[config.mk]
export PLATFORM = sky130hd
export DESIGN_NAME = depressurizer_flat
export DESIGN_NICKNAME = d
export VERILOG_FILES = /design/src/rtl/interlock_pkg.sv /design/src/rtl/depressurizer_if.sv /design/src/rtl/cycle_counter.sv /design/src/rtl/signal_reg.sv /design/src/rtl/depressurizer.sv /design/src/flat_wrapper.sv
export SDC_FILE = /design/constraint.sdc
export NUM_CORES = 1
export LEC_CHECK = 0
export CORE_MARGIN = 5
export CORE_UTILIZATION = 58
export CTS_CLUSTER_DIAMETER = 120
export DETAILED_ROUTE_END_ITERATION = 10
export PLACE_DENSITY = 0.82
export SYNTH_ARGS = -nofsm -noshare
export SYNTH_HDL_FRONTEND = slang
export SYNTH_SLANG_ARGS = --single-unit
export TNS_END_PERCENT = 50
[constraint.sdc]
create_clock -name clock -period 6.05 [get_ports clock]
set_input_delay 1.5125 -clock clock [delete_from_list [all_inputs] [get_ports clock]]
set_output_delay 1.5125 -clock clock [all_outputs]
set_load 0.01 [all_outputs]
[src/rtl/interlock_pkg.sv]
// Shared interlock definitions: chamber sequencing states and default cycle budgets.
// Used by both the pressurize and depressurize sequencers.
package interlock_pkg;

  localparam int CNT_W = 12;

  typedef logic [CNT_W-1:0] count_t;

  localparam count_t DEF_PUMP_CYCLES   = 12'd2880;
  localparam count_t DEF_SETTLE_CYCLES = 12'd30;

  typedef enum logic [2:0] {
    ST_IDLE,
    ST_PUMP,
    ST_SETTLE,
    ST_DONE,
    ST_FAULT
  } state_t;

endpackage

[src/rtl/depressurizer_if.sv]
// Operator/chamber signal bundle for the depressurize sequencer.
interface depressurizer_if;
  import interlock_pkg::*;

  logic   start;
  logic   abort;
  logic   doorsClosed;
  logic   depressurizing;
  logic   busy;
  logic   done;
  logic   fault;
  count_t remaining;

  modport master (
    output start, abort, doorsClosed,
    input  depressurizing, busy, done, fault, remaining
  );

  modport slave (
    input  start, abort, doorsClosed,
    output depressurizing, busy, done, fault, remaining
  );

endinterface

[src/rtl/cycle_counter.sv]
// Saturating 12-bit phase counter; clear wins over enable.
module cycle_counter
  import interlock_pkg::*;
(
  input  logic   clock,
  input  logic   reset,
  input  logic   clear,
  input  logic   enable,
  output count_t count
);

  always_ff @(posedge clock or posedge reset) begin
    if (reset)                        count <= '0;
    else if (clear)                   count <= '0;
    else if (enable && count != '1)   count <= count + 12'd1;
  end

endmodule

[src/rtl/signal_reg.sv]
// One-cycle input register with asynchronous clear, shared by the interlock blocks.
module signal_reg #(
  parameter int W = 1
) (
  input  logic         clock,
  input  logic         reset,
  input  logic [W-1:0] d,
  output logic [W-1:0] q
);

  // NOTE: sequential state uses non-blocking (<=) so every flop samples pre-edge values.
  always_ff @(posedge clock or posedge reset) begin
    if (reset) q <= '0;
    else       q <= d;
  end

endmodule

[src/rtl/depressurizer.sv]
// Interlock chamber depressurize sequencer: IDLE -> PUMP -> SETTLE -> DONE, with
// abort/door-open faulting and rising-level rearm of the start request.
module depressurizer
  import interlock_pkg::*;
#(
  parameter count_t PUMP_CYCLES   = DEF_PUMP_CYCLES,
  parameter count_t SETTLE_CYCLES = DEF_SETTLE_CYCLES
) (
  input  logic            clock,
  input  logic            reset,
  depressurizer_if.slave  bus
);

  state_t state, state_next;
  count_t count;
  logic   startQ;
  logic   armed;
  logic   trigger;
  logic   hazard;
  logic   count_en;
  logic   count_clear;

  signal_reg #(.W(1)) u_start_reg (
    .clock (clock),
    .reset (reset),
    .d     (bus.start),
    .q     (startQ)
  );

  cycle_counter u_counter (
    .clock  (clock),
    .reset  (reset),
    .clear  (count_clear),
    .enable (count_en),
    .count  (count)
  );

  assign hazard      = bus.abort || !bus.doorsClosed;
  assign count_en    = (state == ST_PUMP) || (state == ST_SETTLE);
  // Every phase change restarts the count, so each phase measures from zero.
  assign count_clear = (state_next != state) || !count_en;

  // NOTE: every signal written here gets a default first, so no latch is inferred.
  always_comb begin
    state_next = state;
    trigger    = 1'b0;
    case (state)
      ST_IDLE: begin
        if (startQ && armed && bus.doorsClosed && !bus.abort) begin
          trigger    = 1'b1;
          state_next = ST_PUMP;
        end
      end
      ST_PUMP: begin
        if (hazard)                             state_next = ST_FAULT;
        else if (count == PUMP_CYCLES - 12'd1)  state_next = ST_SETTLE;
      end
      ST_SETTLE: begin
        if (hazard)                             state_next = ST_FAULT;
        else if (count == SETTLE_CYCLES - 12'd1) state_next = ST_DONE;
      end
      ST_DONE:  state_next = ST_IDLE;
      ST_FAULT: if (!hazard && !startQ) state_next = ST_IDLE;
      default:  state_next = ST_IDLE;
    endcase
  end

  // A start held high across a run must be seen low in IDLE before it can fire again.
  always_ff @(posedge clock or posedge reset) begin
    if (reset) begin
      state <= ST_IDLE;
      armed <= 1'b1;
    end else begin
      state <= state_next;
      if (trigger)                          armed <= 1'b0;
      else if (state == ST_IDLE && !startQ) armed <= 1'b1;
    end
  end

  assign bus.depressurizing = (state == ST_PUMP);
  assign bus.busy           = (state == ST_PUMP) || (state == ST_SETTLE);
  assign bus.done           = (state == ST_DONE);
  assign bus.fault          = (state == ST_FAULT);
  assign bus.remaining      = (state == ST_PUMP) ? PUMP_CYCLES - count : '0;

endmodule

[src/flat_wrapper.sv]
// flat-port wrapper written by rule: the top's interface ports become plain ports
module depressurizer_flat import interlock_pkg::*;
#(
  parameter count_t PUMP_CYCLES   = DEF_PUMP_CYCLES,
  parameter count_t SETTLE_CYCLES = DEF_SETTLE_CYCLES
)
  (clock, reset, bus_start, bus_abort, bus_doorsClosed, bus_depressurizing, bus_busy, bus_done, bus_fault, bus_remaining);
  depressurizer_if bus_i ();
  input  logic clock;
  input  logic reset;
  input wire logic [$bits(bus_i.start)-1:0] bus_start;
  input wire logic [$bits(bus_i.abort)-1:0] bus_abort;
  input wire logic [$bits(bus_i.doorsClosed)-1:0] bus_doorsClosed;
  output wire logic [$bits(bus_i.depressurizing)-1:0] bus_depressurizing;
  output wire logic [$bits(bus_i.busy)-1:0] bus_busy;
  output wire logic [$bits(bus_i.done)-1:0] bus_done;
  output wire logic [$bits(bus_i.fault)-1:0] bus_fault;
  output wire logic [$bits(bus_i.remaining)-1:0] bus_remaining;
  assign bus_i.start = bus_start;
  assign bus_i.abort = bus_abort;
  assign bus_i.doorsClosed = bus_doorsClosed;
  assign bus_depressurizing = bus_i.depressurizing;
  assign bus_busy = bus_i.busy;
  assign bus_done = bus_i.done;
  assign bus_fault = bus_i.fault;
  assign bus_remaining = bus_i.remaining;
  depressurizer #(.PUMP_CYCLES(PUMP_CYCLES), .SETTLE_CYCLES(SETTLE_CYCLES)) u_core (.clock(clock), .reset(reset), .bus(bus_i));
endmodule
## After elaboration in Yosys (flattened, before gate mapping)

Cells that the tools add are included.

- $add $sub $neg: 2
- Equal/unequal tests: 8
- Mux-type cells: 14
- Reductions and logical operators: 17

Operators with widths:

| kind | number |
|---|---|
| $mux W12 | 3 |
| $mux W3 | 6 |
| $add A12 B1 Y12 const B | 1 |
| $eq A12 B12 Y1 const B | 1 |
| $eq A12 B5 Y1 const B | 1 |
| $ne A12 B12 Y1 const B | 1 |
| $pmux W3 S4 | 1 |
| $sub A12 B12 Y12 const A | 1 |
| $eq A3 B2 Y1 const B | 2 |
| $logic_and A1 B1 Y1 | 6 |
| $logic_not A1 Y1 | 5 |
| $mux W1 | 4 |
| $reduce_bool A2 Y1 | 2 |
| $eq A3 B1 Y1 const B | 1 |
| $eq A3 B3 Y1 const B | 1 |
| $logic_not A3 Y1 | 1 |
| $logic_or A1 B1 Y1 | 3 |
| $ne A3 B3 Y1 | 1 |

- Bits in registers: 17
- Input bits: 5
- Word-level logic and storage cells: 45

## Logic depth before layout (Yosys ltp)

- Depth in word-level cells: 9
- Depth in mapped cells: 7
- Mapped depth without buffers: 6

## Cells and area by module

From an unflattened synthesis, not the netlist that was laid out.

- Cell total of the unflattened synthesis: 155
- Area total of the unflattened synthesis: 1341.3 um2

By module, submodules not included:

| module | times used | cells each | area each (um2) |
|---|---|---|---|
| cycle_counter | 1 | 68 | 701.9 |
| depressurizer | 1 | 85 | 610.6 |
| signal_reg | 1 | 2 | 28.8 |

## Worst setup path after synthesis

Ideal clock, no wire load.

- Kind: register to output
- From: register u_core.u_counter.count[0]
- To: output bus_remaining[10]
- Arrival time: 1793 ps
- Data required time: 4537 ps
- Slack: 2745 ps
- Stages on the path, launching flop included: 7
- Cell sequence: dfrtp_1 inv_1 ha_1 or3b_1 o31ai_2 a21oi_1 o21ai_0

- Longest elaborated chain between the ends: 2

RTL lines:

| element | RTL line | source |
|---|---|---|
| start: declaration | cycle_counter.sv:9 | `output count_t count` |
| start signal: assignment | cycle_counter.sv:15 | `else if (enable && count != '1) count <= count + 12'd1;` |
| $sub A12 B12 Y12 | depressurizer.sv:84 | `assign bus.remaining = (state == ST_PUMP) ? PUMP_CYCLES - count : '0;` |
| $mux W12 | depressurizer.sv:84 |  |
| end: declaration | flat_wrapper.sv:18 | `output wire logic [$bits(bus_i.remaining)-1:0] bus_remaining;` |

No other way between the ends.

## Worst setup path after layout

- From: register u_core.u_counter.count[0]
- To: output bus_remaining[8]

Same word-level chain as after synthesis.

==> metrics <==
outcome completed; CTS Sinks 17; worst setup margin approximately 1.7 ns; P&R area growth vs syn 12.14%; # fillers 193; worst r2r dst u_core.u_counter.count[8]; RSZ-0062 raised after global routing no; static leakage 0.5617 nW; GR Overflow Total 0; critical-path cell list inv_1, ha_1, or3b_1, o31ai_2, nor3b_1, o21a_1, clkdlybuf4s50_1; htree depth 1; post-CTS setup buffer count 0; Post-Syn Instances 161; worst-path fanout max 8; Synth Register Bits 17; Synth Cell Area 0.001423 sq mm; diode count 0; Hold Violations, Final 0; via count 1258; DIE WIDTH ~60 um; syn avg cell area 8.836 sq um; mux share of post-synthesis cell area approximately 1.4%; worst skew pair latency roughly 0.30 ns; Hold Path Sink u_core.armed; async set-or-reset flop fraction in the synthesized netlist between 90% and 100%; drt via density 6.228; number of CTS-inserted buffers 3; Slew Viols, Final 0; # rows 18; CTS tree built; first-pass GRT wire length 5395 um; Yosys warnings 0; CP Class reg2out; CP top delay family buffers and inverters; hold buffers post-CTS 0; register-to-register setup slack 3.88 ns; Worst path slowest cell clkdlybuf4s50_1; Clock Root Buffer clkbuf_4; Final Setup Violations 0; DRC violations left 0; hold path cells 1; relative slew slack 49.99%; worst endpoint data arrival time roughly 2.8 ns; die extent in y 59.53 um; Critical Path RT 4.54 ns; die area 0.003543 sq mm; CTS resizes 0; hold_sp u_core.u_start_reg.q; Main synth FF type dfrtp_1; clock slew at reported path FFs 0.10 ns; crit path capture type primary output; post-synthesis xor/xnor area fraction 3.694%; final wirelength 3119 um; CP bufs+invs 2; worst hold path type reg2reg; largest family of logic cells by synthesized area simple AND/OR/NAND/NOR gates; I/O Pins 21; CTS max path bufs 2; Synth Area in Adders 2.639%; max cap viols 0; synth unique cells 51; Initial DRC Count 45; Worst Max-Slew Pin Slew 0.7446 ns; hpwl dp approximately 2300 um; Hold Slack between 0.4 and 0.5 ns; setup_tns 0 ns; Worst IR Drop VDD between 0.15 and 0.2 mV; area fraction in compound gates after synthesis 23.92%; Peak Freq roughly 230 MHz; Mapped Nets 169; register area share after synthesis 29.99%; R2R depth 4; GRT Overall Usage a little under 20%; Post-synth EDFFs 0; post-layout util 66.20%; Synth Area in Simple Gates 29.82%; Final Cycle Share 71.19%; largest net degree at the start of global routing 18; antenna violations before repair 0; total power around 0.00026 W; power per cell area between 150 and 200 mW/mm^2; CP startpoint kind register; First-pass DRT Iterations 4; setup slack at placement 2.088 ns; Nets 181; gpl congestion 0.8218; share of cells above drive strength 1 12.79%; vias in the first global route 1190; core area 0.002410 sq mm; antenna viol nets, final 0; PortBufs 20; minimum clock period between 4 and 5 ns; R2R Path Start u_core.u_counter.count[5]; Clock Skews 0.002334 ns; CP max stage delay 0.53 ns; wire per inst 15.44 um; initial core utilization approximately 59%
area by class of cell:
class                           instances  area (sq um)  area share [%]
Sequential cell                        17         426.7           26.75
Timing Repair Buffer                   20         200.2           12.55
Inverter                                8         30.03           1.882
Tap cell                               30         37.54           2.353
Clock buffer                            4         26.28           1.647
Multi-Input combinational cell        123         874.6           54.82
metrics by stage:
step / instance area [sq um] / std cells
3_3_place_gp: 1569 / 198
2_1_floorplan: 1423 / 161
6_report: 1595 / 202
4_1_cts: 1595 / 202
3_5_place_dp: 1569 / 198
5_1_grt: 1595 / 202
worst register-to-register path: cells and delay by family (launching register included):
family | cells | cell delay (ns)
flip-flops | 1 | 0.62
AO/OA/AOI/OAI | 2 | 0.42
AND/OR/NAND/NOR | 2 | 1.07
layer usage:
layer  share of wire, %  track usage (%)  routed length (um)  vias up
met5                  0                0                   0        -
met4                1.8            7.911                  55        0
met3                6.4            3.268                 200        6
met2                 47            32.14                1463       42
met1                 45            26.02                1400      598
li1                   -                -                   -      612
report_power, final:
group | total (W) | switching (W) | internal [W]
Combinational | 0.0000625 | 0.0000280 | 0.0000346
Sequential | 0.000131 | 0.00000848 | 0.000122
Clock | 0.0000624 | 0.0000366 | 0.0000258
state kept, by name, indices dropped and copies added, names as in the netlist:
signal,count
u_core.armed,1
u_core.state,3
u_core.u_counter.count,12
u_core.u_start_reg.q,1
worst max-delay path by stage:
stage	start	endpoint	slack, ns	cells after the start
floorplan	u_core.u_counter.count[0]	bus_remaining[10]	2.74	6
global placement	u_core.u_counter.count[0]	bus_remaining[8]	2.22	7
detailed placement	u_core.u_counter.count[0]	bus_remaining[8]	2.09	7
CTS	u_core.u_counter.count[0]	bus_remaining[8]	1.75	7
global route	u_core.u_counter.count[0]	bus_remaining[8]	1.52	7
finish	u_core.u_counter.count[0]	bus_remaining[8]	1.74	7
Yosys cell counts (4+ instances only):
cell / instances / area share (%)
nand2b_1: 6 / 2.6
or3_1: 5 / 2.2
o31ai_1: 6 / 3.2
nor2_1: 14 / 3.7
buf_2: 6 / 2.1
nor3_1: 4 / 1.4
o21ai_0: 6 / 2.1
xnor2_1: 5 / 3.1
nand3_1: 7 / 2.5
nand2_1: 7 / 1.8
a21oi_1: 7 / 2.5
a21oi_2: 6 / 3.7
nand4_1: 4 / 1.8
dfrtp_1: 16 / 28
or4_1: 5 / 2.6
inv_1: 8 / 2.1
cell usage in the layout, fill, tap and decap left out, types with 4 or more instances in the layout:
master	count
nand2_1	7
dfrtp_1	16
nand3_1	7
a21oi_2	6
nor3_1	4
nand4_1	4
a21oi_1	7
xnor2_1	5
clkdlybuf4s50_1	20
or4_1	5
o31ai_1	6
nor2_1	14
or3_1	5
nand2b_1	6
inv_1	8
o21ai_0	6
kinds of logic (layout without fill, tap and decap cells):
logic type | after synthesis | in the layout
simple gates | 70 | 70
fa+ha+maj | 3 | 3
mux | 2 | 2
buf+inv | 21 | 32
flops | 17 | 17
xor+xnor | 6 | 6
compound gates | 42 | 42
Note: power is estimated with default switching activity, not from simulation.
